<file path="src/rtl/lfsr_rng_arbiter.sv">
// lfsr_rng_arbiter: shares one external LFSR among NREQ requesters.
// After reset the LFSR is held in reset, then warmed up, then each grant
// steps it exactly once so every requester gets a fresh state.
// Handshake: a requester holds req[i] high until gnt[i] pulses for one
// cycle; rnd_data is valid only in that cycle (rnd_valid == |gnt).
// Optional feature: define LFSR_LOCKUP_DET_EN to treat an all-zero LFSR
// value in GRANT as a lockup (re-init, count it, re-serve the same winner).
// The enum state is exported on dbg_state.
module lfsr_rng_arbiter #(
  parameter int NREQ    = 4,
  parameter int WIDTH   = 8,
  parameter int RST_CYC = 2,
  parameter int WARMUP  = 16
) (
  input  logic             clk,
  input  logic             reset,
  input  logic [NREQ-1:0]  req,
  output logic [NREQ-1:0]  gnt,
  output logic [WIDTH-1:0] rnd_data,
  output logic             rnd_valid,
  output logic             busy,
  output logic             lfsr_reset,
  output logic             lfsr_enable,
  input  logic [WIDTH-1:0] lfsr_value,
  output logic [2:0]       dbg_state
`ifdef LFSR_LOCKUP_DET_EN
  ,
  output logic [7:0]       lockup_cnt
`endif
);

  localparam int PW = $clog2(NREQ);
  // INIT is left on the edge after the counter reaches RST_CYC, so the
  // reset-release cycle plus RST_CYC full cycles see lfsr_reset high.
  localparam logic [15:0] RST_LAST  = 16'(RST_CYC);
  localparam logic [15:0] WARM_LAST = 16'(WARMUP - 1);

  typedef enum logic [2:0] {
    S_INIT  = 3'd0,
    S_WARM  = 3'd1,
    S_IDLE  = 3'd2,
    S_STEP  = 3'd3,
    S_GRANT = 3'd4
  } state_t;

  state_t            state_q;
  logic [15:0]       cnt_q;
  logic [PW-1:0]     ptr_q;
  logic [PW-1:0]     idx_q;
  logic [NREQ-1:0]   gnt_q;
  logic              valid_q;
  logic [WIDTH-1:0]  data_q;
  logic              lrst_q;
  logic              len_q;
  logic [PW-1:0]     win_d;
  logic [PW-1:0]     ptr_d;
  logic              lock_w;

`ifdef LFSR_LOCKUP_DET_EN
  logic              pend_q;
  logic [7:0]        lock_cnt_q;
`endif

  // Modulo-NREQ addition for small offsets.
  function automatic logic [PW-1:0] wrap_add(input logic [PW-1:0] a, input int b);
    int s;
    s = int'(a) + b;
    if (s >= NREQ) s = s - NREQ;
    return PW'(s);
  endfunction

  // Round-robin pick: first set req bit at or after the pointer; scanning
  // from the far end lets the highest-priority hit overwrite the rest.
  always_comb begin
    win_d = ptr_q;
    for (int i = NREQ - 1; i >= 0; i--) begin
      if (req[wrap_add(ptr_q, i)]) win_d = wrap_add(ptr_q, i);
    end
    ptr_d = wrap_add(idx_q, 1);
  end

`ifdef LFSR_LOCKUP_DET_EN
  // The grant register is set before the stepped value is visible, so a
  // zero value in GRANT masks the pulse in the same cycle.
  assign lock_w     = (state_q == S_GRANT) && (lfsr_value == '0);
  assign lockup_cnt = lock_cnt_q;
`else
  assign lock_w     = 1'b0;
`endif

  assign gnt         = lock_w ? '0 : gnt_q;
  assign rnd_valid   = valid_q & ~lock_w;
  // The LFSR has already stepped when GRANT is reached, so the word is
  // passed through in the grant cycle and captured for holding afterwards.
  assign rnd_data    = rnd_valid ? lfsr_value : data_q;
  assign busy        = (state_q != S_IDLE);
  assign lfsr_reset  = lrst_q;
  assign lfsr_enable = len_q;
  assign dbg_state   = state_q;

  // Main sequencer FSM with registered grant and LFSR control outputs.
  always_ff @(posedge clk or posedge reset) begin
    if (reset) begin
      state_q    <= S_INIT;
      cnt_q      <= '0;
      ptr_q      <= '0;
      idx_q      <= '0;
      gnt_q      <= '0;
      valid_q    <= 1'b0;
      data_q     <= '0;
      lrst_q     <= 1'b1;
      len_q      <= 1'b0;
`ifdef LFSR_LOCKUP_DET_EN
      pend_q     <= 1'b0;
      lock_cnt_q <= '0;
`endif
    end else begin
      case (state_q)
        S_INIT: begin
          if (cnt_q == RST_LAST) begin
            cnt_q   <= '0;
            lrst_q  <= 1'b0;
            len_q   <= 1'b1;
            state_q <= S_WARM;
          end else begin
            cnt_q   <= cnt_q + 16'd1;
          end
        end
        S_WARM: begin
          if (cnt_q == WARM_LAST) begin
            cnt_q   <= '0;
            len_q   <= 1'b0;
            state_q <= S_IDLE;
          end else begin
            cnt_q   <= cnt_q + 16'd1;
          end
        end
        S_IDLE: begin
`ifdef LFSR_LOCKUP_DET_EN
          if (pend_q) begin
            pend_q  <= 1'b0;
            len_q   <= 1'b1;
            state_q <= S_STEP;
          end else
`endif
          if (|req) begin
            idx_q   <= win_d;
            len_q   <= 1'b1;
            state_q <= S_STEP;
          end
        end
        S_STEP: begin
          len_q   <= 1'b0;
          gnt_q   <= NREQ'(1) << idx_q;
          valid_q <= 1'b1;
          state_q <= S_GRANT;
        end
        S_GRANT: begin
          gnt_q   <= '0;
          valid_q <= 1'b0;
          state_q <= S_IDLE;
`ifdef LFSR_LOCKUP_DET_EN
          if (lfsr_value == '0) begin
            if (lock_cnt_q != 8'hFF) lock_cnt_q <= lock_cnt_q + 8'd1;
            pend_q  <= 1'b1;
            cnt_q   <= '0;
            lrst_q  <= 1'b1;
            state_q <= S_INIT;
          end else begin
            data_q  <= lfsr_value;
            ptr_q   <= ptr_d;
          end
`else
          data_q  <= lfsr_value;
          ptr_q   <= ptr_d;
`endif
        end
        default: begin
          state_q <= S_INIT;
          cnt_q   <= '0;
          lrst_q  <= 1'b1;
          len_q   <= 1'b0;
        end
      endcase
    end
  end

endmodule

</file>
<file path="config.mk">
export PLATFORM = sky130hd
export DESIGN_NAME = lfsr_rng_arbiter
export DESIGN_NICKNAME = d
export VERILOG_FILES = /design/src/rtl/lfsr_rng_arbiter.sv
export SDC_FILE = /design/constraint.sdc
export NUM_CORES = 1
export LEC_CHECK = 0
export BUFFER_PORTS_ARGS = -buffer_cell sky130_fd_sc_hd__buf_2
export CAP_MARGIN = 20
export CORE_MARGIN = 2
export CORE_UTILIZATION = 51
export DETAILED_ROUTE_END_ITERATION = 8
export PLACE_DENSITY = 0.85
export REMOVE_ABC_BUFFERS = 1
export SKIP_LAST_GASP = 1
export SLEW_MARGIN = 0
export SYNTH_ARGS = -nofsm -noshare
export SYNTH_HDL_FRONTEND = slang
export SYNTH_SLANG_ARGS = --single-unit
</file>
<file path="constraint.sdc">
create_clock -name clk -period 1.7 [get_ports clk]
set_input_delay 0 -clock clk [delete_from_list [all_inputs] [get_ports clk]]
set_output_delay 0 -clock clk [all_outputs]
set_load 0.01 [all_outputs]
</file>
# Word-level counts from Yosys, hierarchy flattened
# Cells that the tools add are included.
[classes]
order_cmp = 9
n_reduce_logical = 9
addsub = 10
muxes = 33
div = 0
multipliers = 0
eq_ne = 10
n_bitwise = 2
shifts = 1
[ops]
columns = ["op", "n"]
rows = [
  ["16-bit one-hot mux with 3 select lines", 1],
  ["16-bit two-way mux", 2],
  ["2-bit two-way mux", 9],
  ["16-bit by 1-bit adder with 16-bit output (second input constant)", 1],
  ["16-bit by 2-bit equality test with 1-bit output (second input constant)", 1],
  ["16-bit by 4-bit equality test with 1-bit output (second input constant)", 1],
  ["3-bit one-hot mux with 5 select lines", 1],
  ["3-bit >= comparator (second input constant)", 4],
  ["2-bit by 3-bit less-than comparator with 1-bit output (second input constant)", 4],
  ["2-bit by 1-bit subtractor with 2-bit output (second input constant)", 5],
  ["3-bit two-way mux", 3],
  ["1-bit binary-select mux with 2-bit select", 4],
  ["1-bit two-way mux", 8],
  ["8-bit two-way mux", 1],
  ["4-bit one-hot mux with 2 select lines", 1],
  ["4-bit OR reduction", 2],
  ["2-bit by 1-bit adder with 3-bit output (second input constant)", 2],
  ["2-bit by 2-bit adder with 3-bit output (second input constant)", 2],
  ["3-bit by 2-bit equality test with 1-bit output (second input constant)", 2],
  ["2-bit != test (second input constant)", 3],
  ["1-bit one-hot mux with 2 select lines", 2],
  ["1-bit one-hot mux with 4 select lines", 1],
  ["2-bit AND reduction", 2],
  ["4-bit AND reduction", 1],
  ["other kinds (10)", 11],
]
[word_totals]
n_memories = 0
latchBits = 0
mem_bits_rw = 0
input_bits = 14
register_bits = 38
romBits = 0
out_inout_bits = 19
wordCells = 83

# Longest topological paths before layout
[depth]
word_depth = 9
depth_mapped = 6

# Worst setup path before layout
# OpenSTA, ideal clock, no wires.
[synth_timing]
kind = "reg-to-reg"
startpoint = "register cnt_q[0]"
endpoint = "register len_q, in the netlist lfsr_enable"
setup_slack_ns = 0.026
setup_time_ns = 0.124
path_buffers = 0
path_stages_with_launch = 7
arrival_time_ns = 1.551
synth_period_minus_slack_ns = 1.674
path_cell_list = "dfrtp_1 -> inv_1 -> ha_1 -> nor4b_2 -> o2111ai_4 -> and2_1 -> a211o_1"
[synth_via]
elab_chain_cells = 3
elab_cells_between_ends = 5
cone_classes = "eq/ne: 4; reduce/logical: 1"
[synth_lines]
columns = ["element", "line", "source"]
rows = [
  ["start, declared", "47", "logic [15:0] cnt_q;"],
  ["start signal, assigned", "126", "cnt_q <= cnt_q + 16'd1;"],
  ["start signal, assigned", "135", "cnt_q <= cnt_q + 16'd1;"],
  ["16-bit by 4-bit equality test with 1-bit output / 16-bit by 2-bit equality test with 1-bit output (equally long branches)", "130, 120", ""],
  ["2-bit != test (no source line)", "n/a", ""],
  ["4-bit AND reduction (no source line) *", "n/a", ""],
  ["end signal, assigned", "123", "len_q <= 1'b1;"],
  ["end signal, assigned", "132", "len_q <= 1'b0;"],
  ["end signal, assigned", "148", "len_q <= 1'b1;"],
  ["end, declared", "54", "logic len_q;"],
]
# Every way passes the cells marked *; elsewhere a longest branch is shown, timed or not.
# A chain may end at the register's enable or synchronous reset.

# Worst setup path after layout
[layout_timing]
startpoint = "register cnt_q[12]"
endpoint = "register len_q, in the netlist lfsr_enable"
# Same word-level chain as after synthesis.

==> impl_metrics.json <==
{
  "yosysTopAreaCell": "dfrtp_1",
  "diodes": 0,
  "crit_end": "lfsr_enable$_DFFE_PP0P_",
  "grt_max_degree": 39,
  "yosysUniqueCellTypes": 44,
  "synthCells": 221,
  "ir_drop_mv": 0.814,
  "crit_chain": "nor4_4 -> o2111ai_4 -> and2_4 -> a211o_1",
  "cts_tree": "done",
  "worst_setup_path_start_kind": "register",
  "tns_ns": 0,
  "yosysTopAreaCellShare_pct": 42.1,
  "final_util_pct": 69.3,
  "final_cell_mix": "buf_2, dfrtp_1, nand3_1",
  "grt_pass1_vias": 1986,
  "core_area_sq_um": 4090,
  "worst_hold_path_type": "in -> reg",
  "synth-seq-cells": 38,
  "drt_first_pass_iters": 4,
  "syn_area_sq_um": 2200,
  "crit_arrival_ns": 1.85,
  "boundaryPins": 33,
  "post-route-min-period_ns": 1.66,
  "power_mw": 4.30,
  "final-hold-violation-count": 0,
  "ant_nets": 0,
  "grt_pass1_wl_um": 9360,
  "nets": 296,
  "ys_top_cells_by_area": "dfrtp_1, mux2_2, nand3_1",
  "worstSetupPathType": "reg -> reg",
  "fin_ws_ns": 0.0404,
  "stdcell_count": 327,
  "vias": 1988,
  "avgSynthCellArea_sq_um": 9.95,
  "cts_sinks": 38,
  "cp_max_fo": 6,
  "die_y_um": 69.7,
  "yosys_warnings": 0,
  "drv_cap": 0,
  "cp.depth": 4,
  "cts.clk_slew.worst_paths_ns": 0.08,
  "drcViolationCount": 0,
  "design.die.area_sq_um": 4850,
  "wire_per_inst_um": 17.5,
  "finalWirelength_um": 5730,
  "cts_buffer_depth": 2,
  "syn2layout_area_growth_pct": 28.7,
  "synthFlopType": "dfrtp_1",
  "drv_slew": 0,
  "seq_area_sq_um": 962,
  "htreeDepth": 2,
  "skew_ns": 0.00668,
  "grt_overflow": 0,
  "slowest_stage": "dfrtp_1",
  "grt_usage_pct": 24.4,
  "routed_via_density": 6.08,
  "numCtsBuffers": 5,
  "cellPowerDensity_nw_per_um2": 1520,
  "crit_buf_inv": 0,
  "p_leak_nw": 1.25,
  "regToRegEndpoint": "lfsr_enable$_DFFE_PP0P_",
  "cts_root_buf": "clkbuf_8",
  "final.period_utilization_pct": 97.6,
  "critPathLaunch": "cnt_q[12]$_DFFE_PP0N_",
  "regToRegSetupSlack_ns": 0.04,
  "crit_path_end_kind": "register",
  "synth_seq_area_share_pct": 43.3,
  "numPortBuffers": 32,
  "antenna_found_initial": 0,
  "r2r_cells": 4,
  "rows": 23,
  "post-dp-hpwl_um": 3750,
  "slew_headroom_pct": 73.3,
  "cp_top_family": "simple AND/OR/NAND/NOR gates",
  "layout_commonest_cell": "buf_2",
  "fillers": 281,
  "clock.fmax_mhz": 603,
  "timing.rr.start": "cnt_q[12]$_DFFE_PP0N_",
  "critical_path_required_ns": 1.89,
  "drt_iter0_markers": 156,
  "start_util_pct": 53.8,
  "drive_gt1_share_pct": 39.4,
  "dp_slack_ns": -0.0585,
  "ys_async_sr_fraction_pct": 100,
  "cp_slowest_stage_delay_ns": 0.46,
  "setup_viol": 0,
  "worst_pin_slew_ns": 0.400,
  "dp_cells": 309,
  "fp.dieW_um": 69.7,
  "synth_edf_count": 0,
  "gp_routability_congestion": 0.882,
  "clk_latency_ns": 0.30,
  "multiInputGateArea_sq_um": 1250,
  "status": "completed"
}
report_power, final:
group          leakage [nW]  internal [mW]  switching [mW]  total [mW]
Clock                0.0472          0.326           0.344       0.671
Combinational         0.727           1.01            1.08        2.09
Sequential            0.475           1.21           0.336        1.55
Total                  1.25           2.54            1.76        4.30
through the flow:
| step | area [sq um] | hold WS [ns] |
|---|---|---|
| after global routing | 2830 | 0.167 |
| after global placement | 2520 | 0.0659 |
| after CTS | 2720 | 0.105 |
| final | 2830 | 0.102 |
| after floorplan | 2150 | 0.151 |
| after detailed placement | 2520 | 0.0677 |
cells by family (layout without fill, tap and decap cells):
group	after synthesis	count (layout)	synth area share [%]
buffers and inverters	22	78	4.15
multiplexers	18	18	9.16
AND/OR/NAND/NOR	96	96	26.4
flip-flops	38	38	43.3
AO/OA/AOI/OAI	41	41	13.5
adder cells (fa/ha/maj)	6	6	3.41
area by class of cell:
type / count / area share (%)
multi-input cells: 161 / 44.2
flip-flops and latches: 38 / 34.0
repair buffers: 59 / 14.8
clock buffers: 6 / 2.92
well taps: 50 / 2.21
inverters: 11 / 1.46
clock inverters: 2 / 0.442
worst min path at each step:
stage                     slack (ns)               endpoint  cells past startpoint          start
after floorplan                 0.15  data_q[0]$_DFFE_PP0N_                      1  lfsr_value[0]
after global placement          0.07   cnt_q[2]$_DFFE_PP0N_                      3          reset
after detailed placement        0.07   cnt_q[2]$_DFFE_PP0N_                      3          reset
after CTS                       0.10   idx_q[1]$_DFFE_PP0P_                      3         req[3]
after global routing            0.17   idx_q[1]$_DFFE_PP0P_                      3         req[3]
final                           0.10   idx_q[1]$_DFFE_PP0P_                      3         req[3]
metal layers:
| layer | GRT usage (%) | wire [um] | up-vias |
|---|---|---|---|
| li1 | - | - | 924 |
| met1 | 29.1 | 2270 | 983 |
| met2 | 42.3 | 3020 | 67 |
| met3 | 4.94 | 302 | 14 |
| met4 | 10.7 | 144 | 0 |
| met5 | 0 | 0 | - |
flip-flops by register name, indices dropped and copies added, names as in the netlist:
signal and cells:
cnt_q 16, data_q 8, dbg_state 3, gnt 4, idx_q 2, lfsr_enable 1, lfsr_reset 1, ptr_q 2
rnd_valid 1
Yosys cell counts (all sizes together) (4+ instances only):
master	instances
mux2	17
nand3	26
nor2b	4
nand4	6
nor2	8
o21ai	12
inv	11
and4	4
dfrtp	37
nand2	21
a21oi	5
buf	9
or3	7
a22o	5
ha	6
a31oi	4
worst reg2reg max path, cell delays in order, from the launching register on:
cell	delay, ns
dfrtp_1	0.46
nor4_4	0.40
o2111ai_4	0.23
and2_4	0.20
a211o_1	0.25
what timing repair did:
item | CTS | global route
setup endpoints to repair | 4 | 11
hold buffers | 9 | 0
buffers inserted | 0 | 1
resized for setup | 4 | 30
pin swaps | 0 | 6
hold endpoints to repair | 46 | 0
No activity file was read; power rests on OpenSTA's default activity.
